[src/rtl/fetch_sequencer.sv]
// ---------------------------------------------------------------------------
// fetch_sequencer
//
// Fetch-stage controller. Owns the program counter, issues instruction-memory
// requests over a variable-latency req/ack handshake and presents fetched
// instructions to decode over a valid/ready handshake. Taken branches/jumps
// redirect the PC in any state; a redirect that lands while a fetch is still
// outstanding drains that fetch and discards its data. Debug support:
// run/halt, single-step and a PC breakpoint.
//
// Ports
//   clk, rstn            clock, asynchronous active-low reset
//   run                  level, free-running fetch permitted
//   step                 pulse, fetch one instruction while halted
//   bp_en, bp_addr       breakpoint enable / PC
//   redirect_valid/_pc   taken branch/jump and its target
//   imem_req/_addr       instruction memory request and address
//   imem_ack/_rdata      memory data valid (may coincide with req) and word
//   if_valid/_ready      instruction handshake to decode
//   if_pc, if_instr      PC and word of the presented instruction
//   pc                   current fetch PC
//   halted               controller is in HALT
// ---------------------------------------------------------------------------
module fetch_sequencer #(
  parameter logic [31:0] RESET_PC = 32'h0000_3000,
  parameter logic [31:0] PC_STEP  = 32'd4
) (
  input  logic        clk,
  input  logic        rstn,
  input  logic        run,
  input  logic        step,
  input  logic        bp_en,
  input  logic [31:0] bp_addr,
  input  logic        redirect_valid,
  input  logic [31:0] redirect_pc,
  output logic        imem_req,
  output logic [31:0] imem_addr,
  input  logic        imem_ack,
  input  logic [31:0] imem_rdata,
  output logic        if_valid,
  input  logic        if_ready,
  output logic [31:0] if_pc,
  output logic [31:0] if_instr,
  output logic [31:0] pc,
  output logic        halted
);

  typedef enum logic [1:0] {
    S_HALT  = 2'd0,
    S_FETCH = 2'd1,
    S_OUT   = 2'd2,
    S_DRAIN = 2'd3
  } state_t;

  state_t      state_q, state_d;
  logic [31:0] pc_q, pc_d;
  logic [31:0] addr_q, addr_d;
  logic [31:0] if_pc_q, if_pc_d;
  logic [31:0] if_instr_q, if_instr_d;
  logic        step_mode_q, step_mode_d;
  logic        bp_latch_q, bp_latch_d;

  always_ff @(posedge clk or negedge rstn) begin
    if (!rstn) begin
      state_q     <= S_HALT;
      pc_q        <= RESET_PC;
      addr_q      <= RESET_PC;
      if_pc_q     <= 32'd0;
      if_instr_q  <= 32'd0;
      step_mode_q <= 1'b0;
      bp_latch_q  <= 1'b0;
    end else begin
      state_q     <= state_d;
      pc_q        <= pc_d;
      addr_q      <= addr_d;
      if_pc_q     <= if_pc_d;
      if_instr_q  <= if_instr_d;
      step_mode_q <= step_mode_d;
      bp_latch_q  <= bp_latch_d;
    end
  end

  always_comb begin
    state_d     = state_q;
    pc_d        = pc_q;
    if_pc_d     = if_pc_q;
    if_instr_d  = if_instr_q;
    step_mode_d = step_mode_q;
    // A breakpoint hit stays latched only while run is held high, so the
    // debugger resumes by toggling run.
    bp_latch_d  = run ? bp_latch_q : 1'b0;

    case (state_q)
      S_HALT: begin
        if (redirect_valid) begin
          pc_d = redirect_pc;
        end else if (step) begin
          step_mode_d = 1'b1;
          state_d     = S_FETCH;
        end else if (run && !bp_latch_q) begin
          state_d = S_FETCH;
        end
      end

      S_FETCH: begin
        if (redirect_valid) begin
          pc_d = redirect_pc;
          // Ack this cycle closes the stale transaction; otherwise it must
          // still be drained before a new request can go out.
          state_d = imem_ack ? S_FETCH : S_DRAIN;
        end else if (imem_ack) begin
          if_instr_d = imem_rdata;
          if_pc_d    = pc_q;
          pc_d       = pc_q + PC_STEP;
          state_d    = S_OUT;
        end
      end

      S_OUT: begin
        if (redirect_valid) begin
          // Presented instruction is squashed. In step mode it was never
          // delivered, so fetch again rather than halting.
          pc_d = redirect_pc;
          if (step_mode_q) begin
            state_d = S_FETCH;
          end else if (!run) begin
            state_d = S_HALT;
          end else if (bp_en && (redirect_pc == bp_addr)) begin
            state_d    = S_HALT;
            bp_latch_d = 1'b1;
          end else begin
            state_d = S_FETCH;
          end
        end else if (if_ready) begin
          // Breakpoint compares against the next fetch PC so the
          // instruction at bp_addr is never fetched before halting.
          if (step_mode_q) begin
            state_d     = S_HALT;
            step_mode_d = 1'b0;
          end else if (!run) begin
            state_d = S_HALT;
          end else if (bp_en && (pc_q == bp_addr)) begin
            state_d    = S_HALT;
            bp_latch_d = 1'b1;
          end else begin
            state_d = S_FETCH;
          end
        end
      end

      S_DRAIN: begin
        if (redirect_valid) begin
          pc_d = redirect_pc;
        end
        if (imem_ack) begin
          state_d = (!run && !step_mode_q) ? S_HALT : S_FETCH;
        end
      end

      default: state_d = S_HALT;
    endcase

    // The request address follows the PC whenever a fetch is (re)issued and
    // is frozen otherwise, which keeps the stale address stable in DRAIN.
    addr_d = (state_d == S_FETCH) ? pc_d : addr_q;
  end

  assign imem_req  = (state_q == S_FETCH) || (state_q == S_DRAIN);
  assign imem_addr = addr_q;
  assign if_valid  = (state_q == S_OUT);
  assign if_pc     = if_pc_q;
  assign if_instr  = if_instr_q;
  assign pc        = pc_q;
  assign halted    = (state_q == S_HALT);

endmodule

[config.mk]
export PLATFORM = sky130hd
export DESIGN_NAME = fetch_sequencer
export DESIGN_NICKNAME = d
export VERILOG_FILES = /design/src/rtl/fetch_sequencer.sv
export SDC_FILE = /design/constraint.sdc
export NUM_CORES = 1
export LEC_CHECK = 0
export CELL_PAD_IN_SITES_DETAIL_PLACEMENT = 0
export CELL_PAD_IN_SITES_GLOBAL_PLACEMENT = 1
export CORE_ASPECT_RATIO = 0.9
export CORE_MARGIN = 5
export CORE_UTILIZATION = 35
export CTS_BUF_LIST = sky130_fd_sc_hd__clkbuf_4 sky130_fd_sc_hd__clkbuf_8 sky130_fd_sc_hd__clkbuf_16
export DETAILED_ROUTE_END_ITERATION = 16
export PLACE_DENSITY = 0.77
export SLEW_MARGIN = 20
export SYNTH_ARGS = -nofsm -noshare
export SYNTH_HDL_FRONTEND = slang
export SYNTH_SLANG_ARGS = --single-unit
export TNS_END_PERCENT = 50
[constraint.sdc]
create_clock -name clk -period 2.5 [get_ports clk]
set_input_delay 0.375 -clock clk [delete_from_list [all_inputs] [get_ports clk]]
set_output_delay 0.375 -clock clk [all_outputs]
set_load 0.05 [all_outputs]
==> results.py <==
metrics = {
    "cts": {
        "post_cts_buffers": 0,
        "clk_pin_slew_ns": 0.06,
        "clock_path_buffers": 2,
        "htree_num_levels": 4,
        "cts_sinks": 132,
        "clk_latency_ns": 0.42,
        "ctsResizeCount": 0,
        "cts_made_buffers": 17,
        "tritoncts": "yes",
        "cts-root-buf": "clkbuf_16",
    },
    "sta": {
        "timing.hold.ws_ns": 0.4624,
        "max_slew_margin_pct": 54.67,
        "finalClockSkew_ns": 0.01011,
        "fin_ws_ns": 0.04786,
        "max_freq_mhz": 407.8,
        "tightest_slew_ns": 0.6799,
        "finalCritPeriodShare_pct": 98.09,
        "report.final.slew_viol_count": 0,
        "fin_setup_tns_ns": 0,
        "setup_viol_count_final": 0,
        "rsz0062_at_grt": "no",
        "fin_crit_ns": 2.452,
        "hold_violations": 0,
    },
    "worst_setup_path": {
        "r2r_slack_ns": 0.12,
        "cp_data_arrival_time_ns": 2.75,
        "r2r_cells": 7,
        "end_kind": "flop",
        "worst_r2r_endpoint": "imem_addr[18]$_DFFE_PN0N_",
        "worst_setup_path_start_kind": "input pin",
        "crit_fanout": 17,
        "cp_data_required_time_ns": 2.80,
        "path_class": "in2reg",
        "r2r_start": "pc[25]$_DFF_PN0_",
    },
    "power": {
        "seqPwrFrac_pct": 26.3,
        "internal_power_uw": 7598,
        "powerDensity_mw_per_mm2": 1332,
        "power.share.combinational_pct": 54.6,
        "clkPwrFrac_pct": 19.1,
        "vdd_drop_max_mv": 0.9846,
        "p_sw_uw": 6139,
        "p_leak_uw": 0.004277,
        "p_sw_share_pct": 44.69,
    },
    "logic_synthesis": {
        "synth.distinct_cells": 47,
        "synth-edff-count": 0,
        "syn-num-nets": 639,
        "synth.ff_latch_count": 132,
        "synthTopCellsByArea": "dfrtp_1, mux2_2, xnor2_1",
        "syn-cell-area_mm2": 0.006705,
        "synth_most_common_cell": "dfrtp_1",
        "synthArstFlopShare_pct": 100.0,
        "avgSynthCellArea_um2": 12.56,
        "ys_seq_area_share_pct": 49.34,
        "synth-main-ff-cell": "dfrtp_1",
        "yosysTopAreaCell": "dfrtp_1",
        "synth_top_area_share_pct": 47.77,
        "syn_inst": 534,
        "yosys-top-cells-count": "dfrtp_1, mux2_2, xnor2_1",
        "yosys_warnings": 0,
    },
    "hold_path": {
        "whs_path_depth": 5,
        "hp-class": "in2reg",
        "hold_start": "redirect_valid",
        "hold_end": "step_mode_q$_DFFE_PN0P_",
    },
    "floorplanning": {
        "core_mm2": 0.01904,
        "io_pins": 235,
        "start_util_pct": 35.22,
        "dieArea_mm2": 0.02203,
        "die_y_um": 141.3,
        "chipWidth_um": 155.9,
        "num_rows": 48,
    },
    "placement": {
        "dp_slack_ns": -0.3602,
        "port_buffers": 234,
        "gp_congestion": 0.9063,
        "dp.final_hpwl_um": 17690,
        "dpl_cell_area_mm2": 0.009682,
    },
    "route": {
        "num_vias": 5403,
        "ant_nets": 0,
        "wl_um": 22580,
        "dr.pass1.iters": 5,
        "vias_per_cell": 4.971,
        "route.detailed.drc": 0,
        "wire_per_inst_um": 20.77,
        "drtIter0Drc": 316,
    },
    "final_layout": {
        "drive_above_1_share_pct": 26.91,
        "synthToLayoutAreaGrowth_pct": 53.76,
        "nets": 928,
        "finalInstanceArea_mm2": 0.01031,
    },
    "global_routing": {
        "grt_max_degree": 71,
        "top_usage_layer": "met2",
        "grt.overflow.total": 0,
        "grt_pass1_wl_um": 34880,
        "grt_util_met2_pct": 31.91,
        "grt_util_met3_pct": 8.295,
        "grt_antenna_before_repair": 6,
        "grt_pass1_vias": 5939,
        "grt_usage_pct": 20.76,
        "grt_util_met1_pct": 27.20,
    },
    "job": {
        "drv_cap": 0,
    },
    "run_status": {
        "status": "finished, final reports clean",
    },
}
## metal layers
metal	share of wire [%]	up-vias
met5	0.23	-
met4	1.8	8
met3	9.5	40
met2	45	230
met1	43	2647
li1	-	2478
## cell usage in the layout, fill, tap and decap left out, types with 8 or more instances in the layout
master           count
nand2_1             32
nor2_1              11
mux2_4              30
nor2b_1              8
xor2_1              12
dfrtp_1            128
mux2i_1             23
clkdlybuf4s50_1    231
nand3_1             16
clkbuf_16           17
xnor2_1             64
nand4_1             28
mux2_2              71
buf_4               66
o21ai_0             18
## logic make-up after synthesis
group	Yosys count	synth area share [%]
AO/OA/AOI/OAI	35	3.303
XOR/XNOR	78	10.41
adder cells (fa/ha/maj)	1	0.1866
buffers and inverters	34	3.396
flip-flops	132	49.34
multiplexers	124	22.08
AND/OR/NAND/NOR	130	11.29
## stage by stage
stage                     std cells  utilization (%)  total power (uW)
after floorplan                 534                -              8525
after global placement         1053            50.85             11050
after detailed placement       1053            50.85             11160
after CTS                      1086            54.14             13860
after global routing           1087            54.15             14310
final                          1087            54.15             13740
## final cells by class
type,count,area (um2)
diodes,1,2.502
clock buffers,18,439.2
clock inverters,14,176.4
fillers,1632,8728
inverters,1,3.754
multi-input cells,368,3173
flip-flops and latches,132,3308
well taps,250,312.8
repair buffers,303,2894
## flip-flops by register name, summed over array words and instances (netlist names)
register / cells
if_instr: 32
if_pc: 32
imem_addr: 32
pc: 32
state_q: 2
bp_latch_q: 1
step_mode_q: 1
## worst max path at each step
| stage | from | end | slack (ns) | depth (start not counted) |
|---|---|---|---|---|
| final | bp_addr[25] | imem_addr[18]$_DFFE_PN0N_ | 0.05 | 8 |
| after global routing | bp_addr[25] | imem_addr[0]$_DFFE_PN0N_ | 0.006 | 8 |
| after CTS | bp_addr[10] | imem_addr[18]$_DFFE_PN0N_ | 0.10 | 8 |
| after detailed placement | bp_addr[10] | imem_addr[0]$_DFFE_PN0N_ | -0.36 | 8 |
| after global placement | redirect_pc[17] | imem_addr[1]$_DFFE_PN0N_ | -0.30 | 8 |
| after floorplan | state_q[0]$_DFF_PN0_ | imem_addr[10]$_DFFE_PN0N_ | 0.04 | 7 |
## power by group through the flow
stage	clock (uW)	combinational, uW	sequential, uW
after floorplan	0	2060	6460
after global placement	0	7460	3590
after detailed placement	0	7530	3630
after CTS	2670	7560	3630
after global routing	2790	7780	3740
final	2620	7500	3620
## worst max-delay path, cell delays in order
cell	delay, ns
clkdlybuf4s50_1	0.47
xnor2_1	0.31
nand4_1	0.15
nor4_2	0.39
nand4b_1	0.24
a21oi_4	0.26
buf_12	0.22
mux2_4	0.32
## timing repair
action | in CTS | in global routing
hold buffers | 1 | 0
hold endpoints to repair | 29 | 0
endpoints found under the setup margin | 0 | 0
(Power assumes the default switching activity.)
